### src/rtl/icache_fetch_if.sv
// Fetch-stage bundle: global enable, redirect, memory fill channel and decoder output.
interface icache_fetch_if;
  logic         rdy;
  logic         redirect;
  logic [31:0]  redirect_pc;
  logic         mem_req;
  logic [31:0]  mem_pc;
  logic [511:0] mem_row;
  logic         mem_done;
  logic         dec_stall;
  logic         inst_valid;
  logic [31:0]  inst;
  logic [31:0]  inst_pc;

  modport master (
    input  rdy, redirect, redirect_pc, mem_row, mem_done, dec_stall,
    output mem_req, mem_pc, inst_valid, inst, inst_pc
  );

  modport slave (
    output rdy, redirect, redirect_pc, mem_row, mem_done, dec_stall,
    input  mem_req, mem_pc, inst_valid, inst, inst_pc
  );
endinterface

### src/rtl/icache_fetch.sv
// Instruction fetch stage with a direct-mapped cache of 64-byte lines.
// Delivers one 32-bit instruction per cycle on hit; fills whole lines on miss.
module icache_fetch #(
  parameter int unsigned LINES    = 4,
  parameter logic [31:0] RESET_PC = 32'h0
) (
  input  logic           clk,
  input  logic           rst,
  icache_fetch_if.master bus
);
  localparam int unsigned IDX    = $clog2(LINES);
  localparam int unsigned TAG_W  = 32 - 6 - IDX;
  localparam int unsigned LINE_W = 512;

  typedef enum logic [0:0] {FETCH, MISS} state_t;

  state_t      state_q, state_d;
  logic [31:0] pc_q, pc_d;
  logic        mem_req_q, mem_req_d;
  logic [31:0] mem_pc_q, mem_pc_d;
  logic        inst_valid_q, inst_valid_d;
  logic [31:0] inst_q, inst_d;
  logic [31:0] inst_pc_q, inst_pc_d;

  logic [LINES-1:0]  valid_q;
  logic [TAG_W-1:0]  tag_q  [LINES];
  logic [LINE_W-1:0] data_q [LINES];

  logic [IDX-1:0]   lk_idx_c, fill_idx_c;
  logic [TAG_W-1:0] lk_tag_c, fill_tag_c;
  logic             hit_c, fill_c, hold_c;
  logic [31:0]      word_c;

  // Lookup of the current pc and fill addressing from the latched miss pc.
  assign lk_idx_c   = pc_q[6 +: IDX];
  assign lk_tag_c   = pc_q[31 -: TAG_W];
  assign fill_idx_c = mem_pc_q[6 +: IDX];
  assign fill_tag_c = mem_pc_q[31 -: TAG_W];
  assign hit_c      = valid_q[lk_idx_c] && (tag_q[lk_idx_c] == lk_tag_c);
  assign word_c     = data_q[lk_idx_c][{pc_q[5:2], 5'd0} +: 32];
  assign hold_c     = inst_valid_q && bus.dec_stall;

  // A completing fill installs even when a redirect lands in the same cycle.
  assign fill_c = bus.rdy && (state_q == MISS) && bus.mem_done;

  always_comb begin
    state_d      = state_q;
    pc_d         = pc_q;
    mem_req_d    = mem_req_q;
    mem_pc_d     = mem_pc_q;
    inst_valid_d = inst_valid_q;
    inst_d       = inst_q;
    inst_pc_d    = inst_pc_q;
    if (bus.rdy) begin
      if (bus.redirect) begin
        pc_d         = bus.redirect_pc;
        inst_valid_d = 1'b0;
        mem_req_d    = 1'b0;
        state_d      = FETCH;
      end else if (fill_c) begin
        mem_req_d = 1'b0;
        state_d   = FETCH;
      end else if ((state_q == FETCH) && !hold_c) begin
        if (hit_c) begin
          inst_valid_d = 1'b1;
          inst_d       = word_c;
          inst_pc_d    = pc_q;
          pc_d         = pc_q + 32'd4;
        end else begin
          inst_valid_d = 1'b0;
          mem_pc_d     = pc_q;
          mem_req_d    = 1'b1;
          state_d      = MISS;
        end
      end
    end
  end

  always_ff @(posedge clk or posedge rst) begin
    if (rst) begin
      state_q      <= FETCH;
      pc_q         <= RESET_PC;
      mem_req_q    <= 1'b0;
      mem_pc_q     <= 32'h0;
      inst_valid_q <= 1'b0;
      inst_q       <= 32'h0;
      inst_pc_q    <= 32'h0;
    end else begin
      state_q      <= state_d;
      pc_q         <= pc_d;
      mem_req_q    <= mem_req_d;
      mem_pc_q     <= mem_pc_d;
      inst_valid_q <= inst_valid_d;
      inst_q       <= inst_d;
      inst_pc_q    <= inst_pc_d;
    end
  end

  always_ff @(posedge clk or posedge rst) begin
    if (rst) begin
      valid_q <= '0;
    end else if (fill_c) begin
      valid_q[fill_idx_c] <= 1'b1;
    end
  end

  // Tag and data storage carry no reset; valid bits gate their use.
  always_ff @(posedge clk) begin
    if (fill_c) begin
      tag_q[fill_idx_c]  <= fill_tag_c;
      data_q[fill_idx_c] <= bus.mem_row;
    end
  end

  assign bus.mem_req    = mem_req_q;
  assign bus.mem_pc     = mem_pc_q;
  assign bus.inst_valid = inst_valid_q;
  assign bus.inst       = inst_q;
  assign bus.inst_pc    = inst_pc_q;
endmodule

### src/flat_wrapper.sv
// flat-port wrapper written by rule: the top's interface ports become plain ports
module icache_fetch_flat 
#(
  parameter int unsigned LINES    = 4,
  parameter logic [31:0] RESET_PC = 32'h0
)
  (clk, rst, bus_rdy, bus_redirect, bus_redirect_pc, bus_mem_row, bus_mem_done, bus_dec_stall, bus_mem_req, bus_mem_pc, bus_inst_valid, bus_inst, bus_inst_pc);
  icache_fetch_if bus_i ();
  input  logic clk;
  input  logic rst;
  input wire logic [$bits(bus_i.rdy)-1:0] bus_rdy;
  input wire logic [$bits(bus_i.redirect)-1:0] bus_redirect;
  input wire logic [$bits(bus_i.redirect_pc)-1:0] bus_redirect_pc;
  input wire logic [$bits(bus_i.mem_row)-1:0] bus_mem_row;
  input wire logic [$bits(bus_i.mem_done)-1:0] bus_mem_done;
  input wire logic [$bits(bus_i.dec_stall)-1:0] bus_dec_stall;
  output wire logic [$bits(bus_i.mem_req)-1:0] bus_mem_req;
  output wire logic [$bits(bus_i.mem_pc)-1:0] bus_mem_pc;
  output wire logic [$bits(bus_i.inst_valid)-1:0] bus_inst_valid;
  output wire logic [$bits(bus_i.inst)-1:0] bus_inst;
  output wire logic [$bits(bus_i.inst_pc)-1:0] bus_inst_pc;
  assign bus_i.rdy = bus_rdy;
  assign bus_i.redirect = bus_redirect;
  assign bus_i.redirect_pc = bus_redirect_pc;
  assign bus_i.mem_row = bus_mem_row;
  assign bus_i.mem_done = bus_mem_done;
  assign bus_i.dec_stall = bus_dec_stall;
  assign bus_mem_req = bus_i.mem_req;
  assign bus_mem_pc = bus_i.mem_pc;
  assign bus_inst_valid = bus_i.inst_valid;
  assign bus_inst = bus_i.inst;
  assign bus_inst_pc = bus_i.inst_pc;
  icache_fetch #(.LINES(LINES), .RESET_PC(RESET_PC)) u_core (.clk(clk), .rst(rst), .bus(bus_i));
endmodule
### config.mk
export PLATFORM = sky130hd
export DESIGN_NAME = icache_fetch_flat
export DESIGN_NICKNAME = d
export VERILOG_FILES = /design/src/rtl/icache_fetch_if.sv /design/src/rtl/icache_fetch.sv /design/src/flat_wrapper.sv
export SDC_FILE = /design/constraint.sdc
export NUM_CORES = 2
export LEC_CHECK = 0
export CAP_MARGIN = 25
export CORE_ASPECT_RATIO = 1.5
export CORE_UTILIZATION = 50
export DETAILED_ROUTE_END_ITERATION = 7
export PLACE_DENSITY = 0.7
export SLEW_MARGIN = 0
export SYNTH_ARGS = -nofsm -noshare
export SYNTH_HDL_FRONTEND = slang
export SYNTH_SLANG_ARGS = --single-unit
export TNS_END_PERCENT = 100
### constraint.sdc
create_clock -name clk -period 89.3 [get_ports clk]
set_input_delay 17.86 -clock clk [delete_from_list [all_inputs] [get_ports clk]]
set_output_delay 17.86 -clock clk [all_outputs]
set_load 0.03 [all_outputs]
==> impl_metrics.toml <==
[synthesis]
ys_seq_area_frac = 0.773
synth-compound-area-share = 0.0114
async_flop_share = 0.0588
synthesis.area_um2 = 87600
synth_seq_cells = 2278
synth_area_leaders = "edfxtp_1 (73%), mux4_2 (17%), dfrtp_1 (3.8%)"
synthDistinctLibCells = 64
synth_fa_ha_area_frac = 0.000143
synth_xor_area_frac = 0.00200
synth_enable_flop_cells = 2144
yosysTopAreaCell = "edfxtp_1"
synthMuxAreaShare = 0.189
synthCells = 3658
synthSimpleGateAreaFrac = 0.0102
yosys_warnings = 0
synth_top_area_share = 0.735
synth_top_family_by_area = "multiplexers"
synth.top_cells.by_count = "edfxtp_1 (2144), mux4_2 (658), dfrtp_1 (134), mux2_2 (100), clkbuf_1 (79)"
synth_most_common_cell = "edfxtp_1"
syn_nets = 4209
syn_area_per_cell_um2 = 24.0
ys.flop_type = "edfxtp_1"

[clock_tree]
clockBufferDepth = 3
clock-sinks = 2278
ctsHoldBuffers = 0
clockRootBuffer = "clkbuf_16"
h-tree-depth = 4
clk_pin_slew_ns = 0.06
cts_made_buffers = 200
clk_latency_ns = 0.84
cts_tree = "yes"
post_cts_buffers = 0
cts_resized = 0

[global_route]
grt_first_pass_wirelength_um = 300000
grt.overflow.total = 0
grt-busiest-layer = "met2"
gr-usage-met2 = 0.391
grt.total_usage = 0.238
grt_antenna_before_repair = 89
grt_start_max_net_pins = 143
use_met3 = 0.0668
grt_pass1_vias = 43100
gr-usage-met1 = 0.305

[finish]
n_fill_cell = 12200
fin_area_um2 = 103000
drive_gt1_frac = 0.251
fin_cells = 6849
layout.nets = 4926
area_growth_pct = 17.5

[place]
dp_hpwl_um = 135000
routabilityCongestion = 0.831
dp.cells = 6438
placed_area_um2 = 96500
port-buffer-count = 647

[critical_path]
worst_setup_path_start_kind = "primary input"
timing_worst_setup_path_type = "primary input to flip-flop"
critPathCaptureType = "flip-flop"
cp.arrival_ns = 23.60
cp_max_fo = 65
crit_path_max_incr_delay_ns = 0.89
crit_chain = "clkdlybuf4s50_1, buf_4, and3_1, and3_4, buf_4, buf_4, buf_4, buf_4, buf_4"
cpMaxStageDelayCell = "buf_4"
path_common_cell = "buf_4"
worstPathRequired_ns = 89.74

[die]
chipWidth_um = 344
rows = 187
die_h_um = 515
initial_core_util = 0.505
io_pins = 648
core-area_um2 = 174000
dieArea_um2 = 177000

[route]
detail_route.iter0.violations = 3519
drcViolationCount = 0
wl_per_cell_um = 30.5
antenna_left = 0
vias = 41100
dr.pass1.iters = 6
drt-total-wl_um = 209000
via_per_inst = 6.00

[power]
fin_total_pwr_w = 0.00242
power_density_nw_per_um2 = 23.5
p_leak_nw = 33.2
ir_drop_v = 0.0000196

[timing]
setup_viol = 0
finalCriticalPeriod_ns = 23.17
setup_tns_ns = 0
worstMarginPinSlew_ns = 1.15
fin_worst_skew_ns = 0.0422
finalHoldViolations = 0
holdWs_ns = 0.463
min_period_over_period = 0.259
max_slew_margin = 0.236
report.final.slew_viol_count = 0
max_freq_mhz = 43.2
rsz0062_at_grt = "false"

[job]
max_cap_violations = 0

[status]
status = "finished clean"

[min_path]
hold_class = "flip-flop to flip-flop"
sequential cells by signal, summed over array words and instances (netlist names):
| register | flops |
|---|---|
| u_core.bus.inst_valid | 1 |
| u_core.bus.mem_pc | 32 |
| u_core.data_q | 2048 |
| u_core.tag_q | 96 |
| u_core.bus.inst | 32 |
| u_core.bus.inst_pc | 32 |
| u_core.pc_q | 32 |
| u_core.state_q | 1 |
| u_core.valid_q | 4 |
cell families after synthesis:
group	Yosys count
DFF	2278
adders and majority gates	1
and+or+nand+nor	172
buffers and inverters	225
xor gates and xnor gates	20
AOI/OAI and AO/OA	144
muxes	818
per-layer routing:
metal  wire length, um  up-vias  share of wire
met2            106000     1638           0.51
met4              5790       84          0.028
met5               514        -         0.0025
li1                  -    17200              -
met1             77800    21800           0.37
met3             19200      362          0.092
stage by stage:
stage | worst slack, ns | util
final | 66.13 | 0.593
after global routing | 65.92 | 0.593
after CTS | 66.17 | 0.592
after detailed placement | 65.32 | 0.556
after global placement | 65.29 | 0.555
after floorplan | 29.25 | -
cell usage in the layout (no fill, tap or decap), drive strengths merged, types with 8 or more instances in the layout:
cell,count
o221ai,12
bufinv,10
buf,79
mux2,104
clkdlybuf4s50,646
o22ai,8
clkbuf,266
nand4,17
nand3,16
clkinv,84
diode,38
nor3b,10
xnor2,15
mux2i,56
nor2,32
nor3,14
a21oi,34
dfrtp,134
mux4,658
inv,17
a31oi,13
o22a,12
edfxtp,2144
and3,9
clkinvlp,8
nand2,44
o21ai,17
area by class of cell:
class	count	area, um2	share of cell area
sequential	2278	67800	0.658
multi-input combinational	1155	18700	0.181
timing repair buffer	725	7210	0.0700
clock buffer	266	5430	0.0527
tap	2268	2840	0.0276
clock inverter	104	917	0.00891
antenna	38	95.1	0.000924
inverter	15	61.3	0.000595
worst max-delay path: cells and delay by family:
kind	cells	cell delay (ns)
buffers and inverters	7	4.62
AND/OR/NAND/NOR	2	0.80
report_power, final:
group / switching, W / total (W) / leakage, nW / internal (W)
Sequential: 0.0000248 / 0.00124 / 21.0 / 0.00121
Combinational: 0.000185 / 0.000349 / 9.09 / 0.000164
Clock: 0.000376 / 0.000833 / 3.08 / 0.000458
final timing paths:
path	startpoint	end	slack, ns	cells past startpoint
worst min-delay path	u_core.valid_q[2]	u_core.valid_q[2]	0.46	1
max in group asynchronous	rst	u_core.bus.inst[14]	70.33	3
worst max register to register	u_core.state_q	u_core.data_q[3][441]	83.55	7
worst max-delay path	bus_rdy	u_core.data_q[3][441]	66.13	9
worst min register to register	u_core.valid_q[2]	u_core.valid_q[2]	0.46	1
min in group asynchronous	rst	u_core.bus.inst_pc[9]	17.60	2
Power figures use the tool's default switching activity.
